<file path="src/rtl/alu_writeback.sv">
// Writeback stage after the 8-bit ALU: accumulator, {C,V,Z,N} flags, sticky
// overflow and a registered branch condition behind a single-entry valid/ready register.
module alu_writeback #(
    parameter logic [7:0] ACC_RESET = 8'h00
) (
    input  logic       clk,
    input  logic       rst_n,
    input  logic       in_valid,
    output logic       in_ready,
    input  logic [7:0] alu_result,
    input  logic       carry,
    input  logic       overflow,
    input  logic       zero,
    input  logic       negative,
    input  logic       acc_we,
    input  logic [3:0] flag_we,
    input  logic [2:0] cond_sel,
    input  logic       clr_sticky,
    output logic       out_valid,
    input  logic       out_ready,
    output logic [7:0] acc,
    output logic [3:0] flags,
    output logic       sticky_v,
    output logic       cond_true
);

    // Handshake: capture = in_valid && in_ready, drain = out_valid && out_ready.
    // in_ready = !out_valid || out_ready, so a full entry can be replaced in
    // the cycle it drains and in_ready never depends on in_valid.
    typedef enum logic {
        EMPTY = 1'b0,
        FULL  = 1'b1
    } state_t;

    state_t     state;
    state_t     state_next;
    logic       capture;
    logic       drain;
    logic [3:0] alu_flags;
    logic [3:0] merged_flags;
    logic       cond_next;

    assign out_valid = (state == FULL);
    assign in_ready  = !out_valid || out_ready;
    assign capture   = in_valid && in_ready;
    assign drain     = out_valid && out_ready;

    assign alu_flags    = {carry, overflow, zero, negative};
    assign merged_flags = (alu_flags & flag_we) | (flags & ~flag_we);

    always_comb begin
        state_next = state;
        case (state)
            EMPTY:   if (capture) state_next = FULL;
            FULL:    if (drain && !capture) state_next = EMPTY;
            default: state_next = EMPTY;
        endcase
    end

    // Condition is evaluated on the post-write flags: [3]=C [2]=V [1]=Z [0]=N.
    always_comb begin
        cond_next = 1'b0;
        case (cond_sel)
            3'b000: cond_next = 1'b1;
            3'b001: cond_next = merged_flags[1];
            3'b010: cond_next = !merged_flags[1];
            3'b011: cond_next = merged_flags[3];
            3'b100: cond_next = !merged_flags[3];
            3'b101: cond_next = merged_flags[0];
            3'b110: cond_next = merged_flags[2];
            3'b111: cond_next = merged_flags[0] ^ merged_flags[2];
            default: cond_next = 1'b0;
        endcase
    end

    always_ff @(posedge clk or negedge rst_n) begin
        if (!rst_n) begin
            state     <= EMPTY;
            acc       <= ACC_RESET;
            flags     <= 4'b0000;
            cond_true <= 1'b0;
        end else begin
            state <= state_next;
            if (capture) begin
                if (acc_we) acc <= alu_result;
                flags     <= merged_flags;
                cond_true <= cond_next;
            end
        end
    end

    // A new overflow wins over a same-cycle clear; clear acts even when stalled.
    always_ff @(posedge clk or negedge rst_n) begin
        if (!rst_n) begin
            sticky_v <= 1'b0;
        end else if (capture && flag_we[2] && overflow) begin
            sticky_v <= 1'b1;
        end else if (clr_sticky) begin
            sticky_v <= 1'b0;
        end
    end

endmodule
</file>
<file path="config.mk">
export PLATFORM = sky130hd
export DESIGN_NAME = alu_writeback
export DESIGN_NICKNAME = d
export VERILOG_FILES = /design/src/rtl/alu_writeback.sv
export SDC_FILE = /design/constraint.sdc
export NUM_CORES = 1
export LEC_CHECK = 0
export ABC_AREA = 1
export BUFFER_PORTS_ARGS = -buffer_cell sky130_fd_sc_hd__buf_2
export CORE_UTILIZATION = 43
export CTS_CLUSTER_DIAMETER = 150
export DETAILED_ROUTE_END_ITERATION = 8
export PLACE_DENSITY = 0.89
export SYNTH_ARGS = -nofsm -noshare
export SYNTH_HDL_FRONTEND = slang
export SYNTH_SLANG_ARGS = --single-unit
export TNS_END_PERCENT = 5
</file>
<file path="constraint.sdc">
create_clock -name clk -period 1.8 [get_ports clk]
set_clock_uncertainty 0.15 [all_clocks]
set_input_delay 0.09 -clock clk [delete_from_list [all_inputs] [get_ports clk]]
set_output_delay 0.09 -clock clk [all_outputs]
set_load 0.01 [all_outputs]
</file>
==> impl_metrics.csv, run 1 <==
group,metric,value,unit
floorplanning,dieArea,1980,um2
routing,via_count,778,
power_and_ir_drop,ir_drop,0.540,mV
final_layout,area_delta_synth_final,59.0,%
timing,setup_viol,0,
setup_path,start_kind,"input port",
clock_network,cts_buffers,3,
place,dpl.hpwl,1290,um
synth,synth.avg_cell_area,9.26,um2
setup_path,slowest_delay,0.56,ns
floorplanning,rows,15,
routing,viasPerCell,4.50,
place,placedCellCount,149,
place,io_buffers,40,
timing,setup_tns,0,ns
synth,synth_edf_count,0,
clock_network,post_cts_buffers,0,
synth,synth_cell_types,11,
floorplanning,core_area,1710,um2
final_layout,diodes,0,
clock_network,cts_buffer_depth,2,
synth,yosys_warnings,0,
floorplanning,initial_core_util,45.6,%
timing,worst_slew_pin_slew,0.328,ns
setup_path,required,1.82,ns
setup_path,crit_arrival,1.67,ns
place,place_congestion,0.666,
synth,synth_ff_type,"dfrtp_1",
setup_path,path_common_cell,"dlygate4sd3_1",
routing,post_drt_wl_per_cell,10.6,um
flow_run,cap_viol_max_count,0,
synth,async_reset_ff_share,100,%
setup_path,worstReg2RegStart,"out_valid",
routing,drt_iter0_drc,22,
routing,dr_wl_met2,950,um
setup_path,crit_path_end_kind,"register",
clock_network,clk_pin_slew,0.09,ns
global_route,antenna_found_initial,0,
final_layout,fill_cells,129,
min_path,hold_path_depth,5,
synth,yosysTopAreaCellShare,48.2,%
routing,wl_met3,102,um
global_route,grt_first_pass_wirelength,2980,um
synth,syn_inst,84,
clock_network,cts_tree,"built",
status,failed_checks,"design-rule violations",
min_path,worst_hold_path_type,"in -> reg",
global_route,grt_remaining_overflow,0,
routing,drc,2,
global_route,grt_max_degree,16,
timing,min_period_over_period,91.8,%
setup_path,worstSetupPathType,"in -> reg",
timing,report.final.slew_viol_count,0,
timing,max_freq,605,MHz
routing,wl_met1,774,um
status,status,"finished with violations",
synth,synth-seq-cells,15,
synth,seq_area_frac_synth,48.2,%
floorplanning,die-height,44.5,um
final_layout,fin_nets,174,
clock_network,cts_root_buf,"clkbuf_4",
synth,synth_nets,109,
global_route,grtUsageTotal,21.3,%
setup_path,worstRegToRegCells,6,
setup_path,worst-path-max-fanout,10,
setup_path,crit_path_start,"in_valid",
synth,synth_most_common_cell,"nand2_1",
timing,rsz0062_at_grt,"false",
routing,wirelength,1840,um
timing,hold_viol,0,
clock_network,cts_htree_levels,1,
timing,relSlewSlack,78.2,%
clock_network,cts_sinks,15,
timing,period_needed,1.65,ns
routing,drtPass1Iterations,6,
power_and_ir_drop,cellLeakagePower,0.701,nW
setup_path,path_cells,"dlygate4sd3_1 > buf_2 > nand2_4 > clkinv_4 > nand3_1 > o21ai_0 > dlygate4sd3_1",
global_route,grt_pass1_vias,776,
routing,routed.top_layer,"met4",
floorplanning,num_io_pins,41,
min_path,hp-start,"negative",
final_layout,drive_gt1_share,37.8,%
final_layout,layout.cells.non_filler,173,
synth,synthTopCellsByCount,"23 x nand2_1, 15 x dfrtp_1, 15 x inv_1",
synth,syn_area,778,um2
power_and_ir_drop,p_per_area,739,nW/um2
floorplanning,die_w,44.5,um
synth,synth_largest_area_cell,"dfrtp_1",
setup_path,worst_path_max_delay_cell,"dlygate4sd3_1",
clock_network,insertion_delay,0.27,ns
routing,final_antenna_net_count,0,
synth,synthTopCellsByArea,"dfrtp_1 48%, mux2_4 15%, nand2_1 11%, inv_1 7.2%, nand3_1 5.8%",
==> critical path, delay by kind of cell <==
| family | cells | cell delay [ns] |
|---|---|---|
| buffers and inverters | 4 | 1.33 |
| AND/OR/NAND/NOR | 2 | 0.17 |
| AO/OA/AOI/OAI | 1 | 0.08 |
==> path summary, 6_finish.rpt <==
path / end / slack, ns
setup / recovery: sticky_v / 0.15
hold / removal: flags[0] / 0.02
setup reg to reg: sticky_v / 0.18
min in group asynchronous: sticky_v / 0.08
hold reg to reg: acc[1] / 0.37
max in group asynchronous: acc[5] / 1.17
==> cell usage in the layout (no fill, tap or decap) <==
| cell type | instances |
|---|---|
| buf_2 | 40 |
| nand2_1 | 23 |
| dlygate4sd3_1 | 20 |
| inv_1 | 15 |
| dfrtp_1 | 15 |
| nand3_1 | 9 |
| mux2_4 | 8 |
| nor2_1 | 6 |
| o21ai_0 | 3 |
| clkbuf_4 | 3 |
| nand2_4 | 2 |
| clkinv_4 | 1 |
| nand2_8 | 1 |
| a31oi_1 | 1 |
| clkinv_2 | 1 |
==> layout make-up <==
type	instances	area (um2)	area share, %
clock buffers	3	22.5	1.82
clock inverters	1	5.00	0.404
repair buffers	60	400	32.4
multi-input cells	53	338	27.3
flip-flops and latches	15	375	30.3
inverters	16	65.1	5.26
well taps	25	31.3	2.53
==> repair_timing <==
action                    4_1_cts  5_1_grt
hold endpoints to repair       28        0
resized for setup               0        0
hold buffers                   20        0
==> where the power goes <==
group          leakage [nW]  total (mW)  internal (mW)  switching (mW)
logic                 0.508       0.300          0.162           0.138
clock network        0.0177       0.185         0.0822           0.103
registers             0.175       0.428          0.394          0.0347
total                 0.701       0.914          0.638           0.276
==> cells by family (layout without fill, tap and decap cells) <==
logic type	Yosys count	after routing	share of synthesized area, %
AO/OA/AOI/OAI	4	4	2.73
buffers and inverters	16	80	8.36
AND/OR/NAND/NOR	41	41	25.2
multiplexers	8	8	15.4
flip-flops	15	15	48.2
==> layer usage <==
metal	vias up	global-route usage, %
li1	391	-
met1	349	22.3
met2	36	40.9
met3	2	4.49
met4	0	7.88
met5	-	0
==> state kept, by name (all words and copies together), names as in the netlist <==
name,cells
sticky_v,1
flags,4
cond_true,1
acc,8
out_valid,1
==> per-stage QoR <==
step	utilization (%)	area (um2)	power [mW]	hold slack [ns]	worst slack, ns
final	72.5	1240	0.914	0.0204	0.148
after global placement	59.1	1010	0.688	-0.151	0.522
after floorplan	-	778	0.583	-0.356	0.465
after CTS	72.5	1240	0.919	0.00568	0.135
after global routing	72.5	1240	0.974	0.0520	0.0809
after detailed placement	59.1	1010	0.701	-0.140	0.489
Note: power is estimated with default switching activity, not from simulation.
==> run 2: changes to the inputs <==
CELL_PAD_IN_SITES_DETAIL_PLACEMENT = 2   (was default)
CELL_PAD_IN_SITES_GLOBAL_PLACEMENT = 2   (was default)
CORE_ASPECT_RATIO = 1.75   (was default)
CORE_UTILIZATION = 24   (was 43)
==> impl_metrics.csv, run 2 (synthesis results as in run 1) <==
group,metric,value,unit
timing,relSlewSlack,75.6,%
final_layout,area.sequential,375,um2
min_path,hold_path_depth,4,
power_and_ir_drop,cellLeakagePower,0.677,nW
setup_path,start_kind,"input port",
final_layout,multi_input_area,338,um2
timing,max_freq,587,MHz
final_layout,largest_reg_flops,8,
place,placed_area,1030,um2
floorplanning,rows,27,
global_route,grt_first_pass_wirelength,5130,um
final_layout,diodes,0,
clock_network,post_cts_buffers,0,
power_and_ir_drop,netSwitchingPower,0.349,mW
timing,min_period_over_period,94.7,%
final_layout,top_register,"acc",
power_and_ir_drop,seq_power_share,41.8,%
routing,viasPerCell,4.42,
power_and_ir_drop,switching_share,33.2,%
clock_network,cts_sinks,15,
timing,setup_viol,0,
power_and_ir_drop,clockPowerShare,28.0,%
flow_run,cap_viol_max_count,0,
clock_network,cts_tree,"built",
setup_path,worstRegToRegCells,6,
timing,rsz0062_at_grt,"false",
final_layout,final_common_cell,"buf_2",
place,dpl_worst_slack,0.397,ns
min_path,worst_hold_path_type,"in -> reg",
final_layout,fin_nets,167,
setup_path,worst-path-max-fanout,10,
clock_network,insertion_delay,0.25,ns
floorplanning,num_io_pins,41,
setup_path,worst_path_max_delay_cell,"dlygate4sd3_1",
final_layout,fill_cells,365,
floorplanning,core_area,3110,um2
routing,drc,0,
setup_path,worstSetupPathType,"in -> reg",
setup_path,required,1.79,ns
floorplanning,die-height,77.3,um
clock_network,cts_hold_buf,12,
global_route,grt_pass1_vias,898,
status,status,"finished, final reports clean",
timing,report.final.slew_viol_count,0,
power_and_ir_drop,ir_drop,0.294,mV
setup_path,crit_path_end_kind,"register",
setup_path,path_cells,"dlygate4sd3_1 > buf_2 > nand2_4 > clkinv_4 > nand3_1 > dlygate4sd3_1 > nand3_1",
setup_path,crit_arrival,1.70,ns
global_route,antenna_found_initial,0,
timing,hold_viol,0,
power_and_ir_drop,p_int,0.704,mW
power_and_ir_drop,combPwrFrac,30.2,%
final_layout,finalInstanceArea,1210,um2
routing,final_antenna_net_count,0,
timing,layout_setup_ws,0.0954,ns
routing,wirelength,3310,um
clock_network,cts_buffers,3,
place,place_congestion,0.720,
setup_path,rrSetupSlack,0.12,ns
clock_network,clk_pin_slew,0.07,ns
clock_network,cts_htree_levels,1,
floorplanning,die_w,45.0,um
final_layout,final_cell_mix,"40 x buf_2, 23 x nand2_1, 15 x inv_1, 15 x dfrtp_1, 13 x dlygate4sd3_1",
clock_network,cts_buffer_depth,2,
clock_network,cts_resized,0,
place,io_buffers,40,
routing,drtPass1Iterations,4,
global_route,grt_remaining_overflow,0,
final_layout,area_delta_synth_final,55.1,%
place,dpl.hpwl,2330,um
final_layout,reg.largest.list,"acc x8, flags x4",
routing,post_drt_wl_per_cell,18.0,um
timing,worst_slew_pin_slew,0.367,ns
setup_path,slowest_delay,0.56,ns
timing,setup_tns,0,ns
timing,period_needed,1.70,ns
floorplanning,dieArea,3480,um2
floorplanning,initial_core_util,25.0,%
final_layout,drive_gt1_share,39.0,%
power_and_ir_drop,p_per_area,872,nW/um2
routing,drt_iter0_drc,17,
global_route,grt_max_degree,16,
routing,via_count,814,
global_route,grtUsageTotal,21.2,%
clock_network,cts_root_buf,"clkbuf_8",
[run 2: final timing paths]
| check | start | to |
|---|---|---|
| max | in_valid | flags[2] |
| min | out_ready | out_valid |
| max reg2reg | out_valid | flags[2] |
| min reg2reg | acc[6] | acc[6] |
| max in group asynchronous | rst_n | acc[0] |
| min in group asynchronous | rst_n | out_valid |
[run 2: final cells by class]
cell class / instances / share of cell area (%)
clock buffer: 4 / 3.73
multi-input combinational: 53 / 28.0
sequential: 15 / 31.1
inverter: 16 / 5.39
timing repair buffer: 53 / 27.4
tap: 43 / 4.46
[run 2: metrics by stage]
stage	total power [mW]	utilization (%)	hold slack, ns	instances
2_1_floorplan	0.583	-	-0.356	84
3_3_place_gp	0.693	33.2	-0.148	167
3_5_place_dp	0.733	33.2	-0.126	167
4_1_cts	1.04	38.5	0.00172	183
5_1_grt	1.10	38.8	0.0310	184
6_report	1.05	38.8	0.00577	184
[run 2: power groups by stage]
| stage | sequential, mW | combinational [mW] | clock, mW |
|---|---|---|---|
| global placement | 0.432 | 0.261 | 0 |
| global route | 0.447 | 0.348 | 0.305 |
| CTS | 0.439 | 0.312 | 0.290 |
| finish | 0.440 | 0.319 | 0.294 |
| detailed placement | 0.445 | 0.287 | 0 |
| floorplan | 0.460 | 0.123 | 0 |
[run 2: worst max-delay path, delay by kind of cell]
family	cells	cell delay [ns]
buffers and inverters	4	1.35
and+or+nand+nor	3	0.26
[run 2: per-layer routing]
layer	GRT usage [%]	vias up	share of wire, %
met3	3.26	4	4.9
met1	24.3	397	39
met4	6.36	0	1.3
li1	-	377	-
met2	38.0	36	55
met5	0	-	0
